$ cat src/rtl/game_pkg.sv
// Shared encodings and default tunables for the game state controller.
package game_pkg;

  localparam int STATE_W = 3;

  typedef enum logic [STATE_W-1:0] {
    TITLE    = 3'd0,
    PLAY     = 3'd1,
    HIT      = 3'd2,
    GAMEOVER = 3'd3,
    PAUSE    = 3'd4
  } game_state_t;

  localparam int LIVES_INIT_DEF           = 3;
  localparam int TITLE_MIN_FRAMES_DEF     = 30;
  localparam int INVULN_FRAMES_DEF        = 120;
  localparam int GAMEOVER_HOLD_FRAMES_DEF = 180;
  localparam int BLINK_SHIFT_DEF          = 3;

endpackage

$ cat src/rtl/rise_detect.sv
// Registered rising-edge detector; the history flop resets high so a level
// already asserted at reset release is not reported as a press.
module rise_detect (
  input  logic clk,
  input  logic rst_n,
  input  logic din,
  output logic press
);

  logic din_q;

  always_ff @(posedge clk or negedge rst_n) begin
    if (!rst_n) din_q <= 1'b1;
    else        din_q <= din;
  end

  assign press = din & ~din_q;

endmodule

$ cat src/rtl/game_state_ctrl.sv
// Game flow controller: title, play, hit/invulnerability, game over.
// Optional pause support is built when GAME_PAUSE_EN is defined.
//
// state    | meaning
// TITLE    | title screen, waits for start press after minimum hold
// PLAY     | normal play, hits cost a life
// HIT      | post-hit invulnerability window, sprite blinks
// GAMEOVER | game-over screen, waits for restart press after hold
// PAUSE    | frozen play (GAME_PAUSE_EN builds only)
module game_state_ctrl
  import game_pkg::*;
#(
  parameter int LIVES_INIT           = LIVES_INIT_DEF,
  parameter int TITLE_MIN_FRAMES     = TITLE_MIN_FRAMES_DEF,
  parameter int INVULN_FRAMES        = INVULN_FRAMES_DEF,
  parameter int GAMEOVER_HOLD_FRAMES = GAMEOVER_HOLD_FRAMES_DEF,
  parameter int BLINK_SHIFT          = BLINK_SHIFT_DEF
) (
  input  logic               clk,
  input  logic               rst_n,
  input  logic               frame_tick,
  input  logic               btn_a,
  input  logic               btn_pause,
  input  logic               hit,
  output logic [STATE_W-1:0] state,
  output logic               play_en,
  output logic               invuln,
  output logic               blink,
  output logic [1:0]         lives,
  output logic               gameover,
  output logic               spawn_req,
  output logic               score_clr
);

  localparam logic [7:0] TITLE_MIN   = 8'(TITLE_MIN_FRAMES);
  localparam logic [7:0] INVULN_LAST = 8'(INVULN_FRAMES - 1);
  localparam logic [7:0] GO_HOLD     = 8'(GAMEOVER_HOLD_FRAMES);
  localparam logic [1:0] LIVES_LOAD  = 2'(LIVES_INIT);

  game_state_t state_q, state_d;
  logic [7:0]  cnt_q, cnt_d, cnt_inc;
  logic [1:0]  lives_q, lives_d;
  logic        spawn_d, clr_d;
  logic        press_a, press_pause, pause_req;

  rise_detect u_rise_a (
    .clk   (clk),
    .rst_n (rst_n),
    .din   (btn_a),
    .press (press_a)
  );

  rise_detect u_rise_pause (
    .clk   (clk),
    .rst_n (rst_n),
    .din   (btn_pause),
    .press (press_pause)
  );

`ifdef GAME_PAUSE_EN
  game_state_t ret_q;
  assign pause_req = press_pause;

  // Remember where to resume; captured only on the cycle PAUSE is entered.
  always_ff @(posedge clk or negedge rst_n) begin
    if (!rst_n)                                 ret_q <= PLAY;
    else if (state_d == PAUSE && state_q != PAUSE) ret_q <= state_q;
  end
`else
  logic unused_pause;
  assign pause_req    = 1'b0;
  assign unused_pause = press_pause;
`endif

  assign cnt_inc = (frame_tick && cnt_q != 8'hFF) ? cnt_q + 8'd1 : cnt_q;

  always_comb begin
    state_d = state_q;
    cnt_d   = cnt_inc;
    lives_d = lives_q;
    spawn_d = 1'b0;
    clr_d   = 1'b0;
    case (state_q)
      TITLE: begin
        if (press_a && cnt_q >= TITLE_MIN) begin
          state_d = PLAY;
          cnt_d   = 8'd0;
          lives_d = LIVES_LOAD;
          spawn_d = 1'b1;
          clr_d   = 1'b1;
        end
      end
      PLAY: begin
        // A hit outranks a simultaneous pause press.
        if (hit) begin
          cnt_d = 8'd0;
          if (lives_q > 2'd1) begin
            state_d = HIT;
            lives_d = lives_q - 2'd1;
            spawn_d = 1'b1;
          end else begin
            state_d = GAMEOVER;
            lives_d = 2'd0;
          end
        end else if (pause_req) begin
          state_d = PAUSE;
          cnt_d   = cnt_q;
        end
      end
      HIT: begin
        if (pause_req) begin
          state_d = PAUSE;
          cnt_d   = cnt_q;
        end else if (frame_tick && cnt_q == INVULN_LAST) begin
          state_d = PLAY;
          cnt_d   = 8'd0;
        end
      end
      GAMEOVER: begin
        if (press_a && cnt_q >= GO_HOLD) begin
          state_d = TITLE;
          cnt_d   = 8'd0;
        end
      end
`ifdef GAME_PAUSE_EN
      PAUSE: begin
        cnt_d = cnt_q;
        if (pause_req) state_d = ret_q;
      end
`endif
      default: begin
        state_d = TITLE;
        cnt_d   = 8'd0;
      end
    endcase
  end

  always_ff @(posedge clk or negedge rst_n) begin
    if (!rst_n) begin
      state_q   <= TITLE;
      cnt_q     <= 8'd0;
      lives_q   <= 2'd0;
      play_en   <= 1'b0;
      invuln    <= 1'b0;
      blink     <= 1'b1;
      gameover  <= 1'b0;
      spawn_req <= 1'b0;
      score_clr <= 1'b0;
    end else begin
      state_q   <= state_d;
      cnt_q     <= cnt_d;
      lives_q   <= lives_d;
      play_en   <= (state_d == PLAY) || (state_d == HIT);
      invuln    <= (state_d == HIT) || (state_d == PAUSE && invuln);
      blink     <= (state_d == HIT) ? ~cnt_d[BLINK_SHIFT] : 1'b1;
      gameover  <= (state_d == GAMEOVER);
      spawn_req <= spawn_d;
      score_clr <= clr_d;
    end
  end

  assign state = state_q;
  assign lives = lives_q;

endmodule

$ cat config.mk
export PLATFORM = sky130hd
export DESIGN_NAME = game_state_ctrl
export DESIGN_NICKNAME = d
export VERILOG_FILES = /design/src/rtl/game_pkg.sv /design/src/rtl/rise_detect.sv /design/src/rtl/game_state_ctrl.sv
export SDC_FILE = /design/constraint.sdc
export NUM_CORES = 1
export LEC_CHECK = 0
export ABC_AREA = 1
export BUFFER_PORTS_ARGS = -buffer_cell sky130_fd_sc_hd__buf_2
export CORE_MARGIN = 2
export CORE_UTILIZATION = 60
export CTS_CLUSTER_SIZE = 20
export DETAILED_ROUTE_END_ITERATION = 12
export GPL_ROUTABILITY_DRIVEN = 0
export PLACE_DENSITY = 0.81
export SETUP_SLACK_MARGIN = 0.3
export SLEW_MARGIN = 20
export SYNTH_ARGS = -nofsm -noshare
export SYNTH_HDL_FRONTEND = slang
export SYNTH_HIERARCHICAL = 1
export SYNTH_SLANG_ARGS = --single-unit
export TNS_END_PERCENT = 30
$ cat constraint.sdc
create_clock -name clk -period 2.39 [get_ports clk]
set_input_delay 0 -clock clk [delete_from_list [all_inputs] [get_ports clk]]
set_output_delay 0 -clock clk [all_outputs]
set_load 0.01 [all_outputs]
## Word level (Yosys, flattened, before mapping)

Index checks and enable logic that the tools add are counted.

- Register bits: 20
- Input port bits: 6
- Output and inout bits: 11
- Word-level logic and storage cells: 61

- Add/subtract/negate cells: 2
- $lt $le $gt $ge: 3
- Equality and inequality tests: 11
- Muxes and demuxes: 22
- Bitwise logic cells: 3
- Reduce and logical (&&, ||, !) cells: 10

Operator list:

| kind | count |
|---|---|
| two-way mux 8 bit | 5 |
| one-hot mux 8 bit (4 select lines) | 1 |
| equality test 3 x 2 -> 1 bit (second input constant) | 4 |
| two-way mux 3 bit | 4 |
| one-hot mux 3 bit (4 select lines) | 1 |
| adder 8 x 1 -> 8 bit (second input constant) | 1 |
| equality test 8 x 7 -> 1 bit (second input constant) | 1 |
| greater-or-equal comparator 8 x 5 -> 1 bit (second input constant) | 1 |
| greater-or-equal comparator 8 bit (second input constant) | 1 |
| inequality test 8 bit (second input constant) | 1 |
| equality test 3 x 1 -> 1 bit (second input constant) | 2 |
| two-way mux 1 bit | 6 |
| two-way mux 2 bit | 3 |
| logical AND 1 bit | 5 |
| inequality test 2 bit (second input constant) | 2 |
| one-hot mux 2 bit (2 select lines) | 1 |
| equality test 3 bit (second input constant) | 1 |
| zero test 3 bit | 1 |
| AND reduction 3 bit | 1 |
| greater-than comparator 2 x 1 -> 1 bit (second input constant) | 1 |
| logical OR 1 bit | 2 |
| NOT 1 bit | 2 |
| one-hot mux 1 bit (2 select lines) | 1 |
| nonzero test 2 bit | 1 |
| 2 further kinds | 2 |

## Logic depth before layout (Yosys ltp)

- Word-level depth: 8
- Gate-level depth with buffers: 11
- Depth with buffers taken out: 11

## Modules after synthesis

The synthesis kept the hierarchy.

By module, submodules not included:

| module | instances | cells each | area an instance (um2) | sequential area each (um2) |
|---|---|---|---|---|
| game_state_ctrl | 1 | 155 | 1144.8 | 476.7 |
| rise_detect | 1 | 3 | 36.3 | 26.3 |

## Worst setup path after synthesis

No wires, ideal clock.

- Path type: register to register
- From: register cnt_q[0]
- To: register cnt_q[7]
- Setup time: 121 ps
- Data arrival time: 1313 ps
- Data required time: 2269 ps
- Path slack: 955 ps
- Stages on the path, launching flop included: 10
- Buffers on the path: 0
- Clock period less this slack: 1435 ps
- Cell sequence: dfrtp_1 -> ha_1 -> inv_1 -> nor2_4 -> nand2_2 -> nor2_2 -> nor2_2 -> nand2_1 -> o21ai_0 -> nor2_1

- Longest elaborated chain between the ends: 5
- Elaborated cells between the ends (all ways): 15
- Those cells by class: add/sub: 1; order compare: 2; eq/ne: 2; mux: 6; reduce/logical: 4

RTL lines:

| what | RTL line | text |
|---|---|---|
| start, declared | game_state_ctrl.sv:41 | `logic [7:0] cnt_q, cnt_d, cnt_inc;` |
| start signal, assigned | game_state_ctrl.sv:151 | `cnt_q <= cnt_d;` |
| branches (longest 4 deep; another with adder 8 x 1 -> 8 bit) | -- |  |
| one-hot mux 8 bit (4 select lines) * | game_state_ctrl.sv:83 | `case (state_q)` |
| named net cnt_d[7] | game_state_ctrl.sv:41 |  |

Mark *: on every way through the listed nets, which the timed path passes.
A chain may end at the register's enable or synchronous reset.

## Final worst setup path

Same ends and word-level chain as after synthesis.

==> results by group <==
Power
  • Pleak: 0.732 nW
  • Power density cells: 606 nW/um2
  • Peak VDD IR: between 0.3 and 0.4 mV

Layout
  • Fin cells: 206
  • Most common cell after layout, fill and taps aside: nand2_1
  • Antenna cells: 0
  • Layout cells sized above 1: 21.2%
  • Syn-to-layout area delta: 13.9%
  • Nets: ~190
  • Most frequent cells in the layout: 49 x nand2_1, 23 x inv_1, 18 x dfrtp_1
  • Fillers: 162

Clock network
  • Root Buffer: clkbuf_4
  • CTS max path bufs: 2
  • TritonCTS clock tree: done
  • Num CTS Buffers: 3
  • Worst-Skew Late Latency: 300 ps
  • Clock transition at path regs: roughly 110 ps
  • CTS sink count: 20
  • H-Tree Depth: 1

Die
  • Core ar.: 1900 um2
  • I/O pin total: 17
  • Die ar.: 2340 um2
  • Initial Util: 62.1%
  • Die height: 48.4 um
  • FP Rows: 16
  • Die W: 48.4 um

Synthesis
  • Synth top area cells: dfrtp_1 38%, nand2_1 16%, inv_1 7.3%
  • Seq/Total Area, Yosys: between 40 and 50%
  • Area leader, netlist: dfrtp_1
  • Synthesized flop and latch total: 20
  • Synth Warn #: 6
  • Netlist Area Pre-Place: between 1000 and 1500 um2
  • Post-synth top area share: 38.1%
  • Mean Syn Cell Area: ~7.5 um2
  • Cells after Synth: around 160
  • Synthesized Nets: 166
  • Netlist cell types: 21

Setup path
  • Crit path launch type: register
  • Crit end category: register
  • FF-to-FF setup slack: 710 ps
  • Worst Setup Path Type: register to register
  • Critical path fanouts, max: 8
  • Critical path arrival: 1870 ps
  • Worst endpoint required time: 2580 ps

Global routing
  • Number of global-route vias before repair: 1008
  • First-pass GRT wire length: 4140 um
  • Initial antenna violation count: 0
  • Largest net degree at the start of global routing: 21
  • GR Overflow Total: 0
  • Total GRT Usage: 21.9%

Placement
  • Inst Count DP: 199
  • PortBufs: 15
  • Detailed-placement wirelength estimate: 1710 um

Detailed routing
  • DR WL/cell: approximately 11 um
  • Starting DRT DRC Count: 31
  • Total number of vias: 1028
  • ANT nets after route: 0
  • Mean number of vias per cell: between 4 and 5
  • DR pass1 iterations: 4
  • Post-Route WL: 2290 um
  • Drc violations: 0

STA
  • RSZ-0062 raised after global routing: no
  • Final Hold Fails: 0
  • Final setup TNS: 0 ps
  • Fmax: a little under 600 MHz
  • # setup viols final: 0
  • Crit share post-route: 70.3%
  • Post-layout min period: 1680 ps
  • Max-slew violations: 0
  • Clock skew: 1.31 ps

Worst hold path
  • HP Class: input port to register

Outcome
  • Status: finished clean

Flow run
  • MaxCap Viol Count: 0
## cell usage after synthesis
cell / number
a21boi_0: 1
buf_6: 1
conb_1: 1
dfrtp_1: 18
dfstp_2: 2
ha_1: 2
inv_1: 23
inv_2: 2
nand2_1: 49
nand2_2: 4
nand3_1: 6
nand3_2: 2
nand4_1: 2
nor2_1: 17
nor2_2: 4
nor2_4: 2
nor3_1: 6
nor3_2: 2
o21ai_0: 7
o21ai_4: 1
xor2_1: 6
## per-stage QoR
stage / util (%) / instance area, um2 / hold slack (ps) / setup WS (ps) / power [mW]
finish: 70.7 / 1350 / 14.8 / 710 / 0.815
global route: 70.7 / 1350 / 8.59 / 548 / 0.877
detailed placement: 67.2 / 1280 / -34.4 / 751 / 0.622
CTS: 70.7 / 1350 / 5.64 / 732 / 0.820
floorplan: - / 1180 / -296 / 955 / 0.557
global placement: 67.2 / 1280 / -40.3 / 798 / 0.611
## cell families after synthesis
| kind of cell | after synthesis | synth area share, % |
|---|---|---|
| AO/OA/AOI/OAI | 9 | 4.98 |
| XOR/XNOR | 6 | 4.45 |
| adder cells (fa/ha/maj) | 2 | 2.12 |
| buffers and inverters | 26 | 8.90 |
| flip-flops | 20 | 42.6 |
| other | 1 | 0.317 |
| AND/OR/NAND/NOR | 94 | 36.7 |
## report_power, final
part / leakage [nW] / internal, mW / switching (mW)
clock network: 0.0210 / 0.0929 / 0.101
logic: 0.452 / 0.0731 / 0.122
registers: 0.259 / 0.381 / 0.0444
## worst paths after layout
kind	startpoint	cells after the start	endpoint
max	cnt_q[0]$_DFF_PN0_	9	cnt_q[7]$_DFF_PN0_
min	frame_tick	3	blink$_DFF_PN1_
max reg2reg	cnt_q[0]$_DFF_PN0_	9	cnt_q[7]$_DFF_PN0_
max in group asynchronous	rst_n	2	u_rise_a/din_q$_DFF_PN1_
min in group asynchronous	rst_n	2	cnt_q[4]$_DFF_PN0_
min reg2reg	lives[1]$_DFFE_PN0P_	2	lives[1]$_DFFE_PN0P_
## registers in the layout, summed over array words and instances (netlist names)
| name | cells |
|---|---|
| blink | 1 |
| invuln | 1 |
| lives | 2 |
| gameover | 1 |
| score_clr | 1 |
| u_rise_a/din_q | 1 |
| spawn_req | 1 |
| state | 3 |
| play_en | 1 |
| cnt_q | 8 |
## routing by layer
layer / wire length, um / global-route usage (%) / vias up
met1: 1050 / 27.9 / 476
met3: 100 / 3.40 / 0
met5: 0 / 0 / -
met4: 0 / 5.24 / 0
li1: - / - / 524
met2: 1140 / 39.4 / 28
## area by class of cell
| cell class | count | area [um2] | share of cell area (%) |
|---|---|---|---|
| timing repair buffer | 18 | 105 | 7.81 |
| multi-input combinational | 112 | 573 | 42.6 |
| tap | 27 | 33.8 | 2.51 |
| clock buffer | 4 | 36.3 | 2.70 |
| inverter | 25 | 93.8 | 6.98 |
| sequential | 20 | 503 | 37.4 |
## critical path, stage by stage, from the launching register on
cell	delay [ps]
dfrtp_1	430
ha_1	250
inv_1	140
nor2_4	60
nand2_2	130
nor2_2	50
nor2_2	260
nand2_1	80
o21ai_0	90
nor2_1	70
## timing repair
item / 4_1_cts / 5_1_grt
hold buffers: 3 / 0
hold endpoints to repair: 22 / 0
gates resized for setup: 0 / 0
setup buffers: 0 / 0
(Power assumes the default switching activity.)
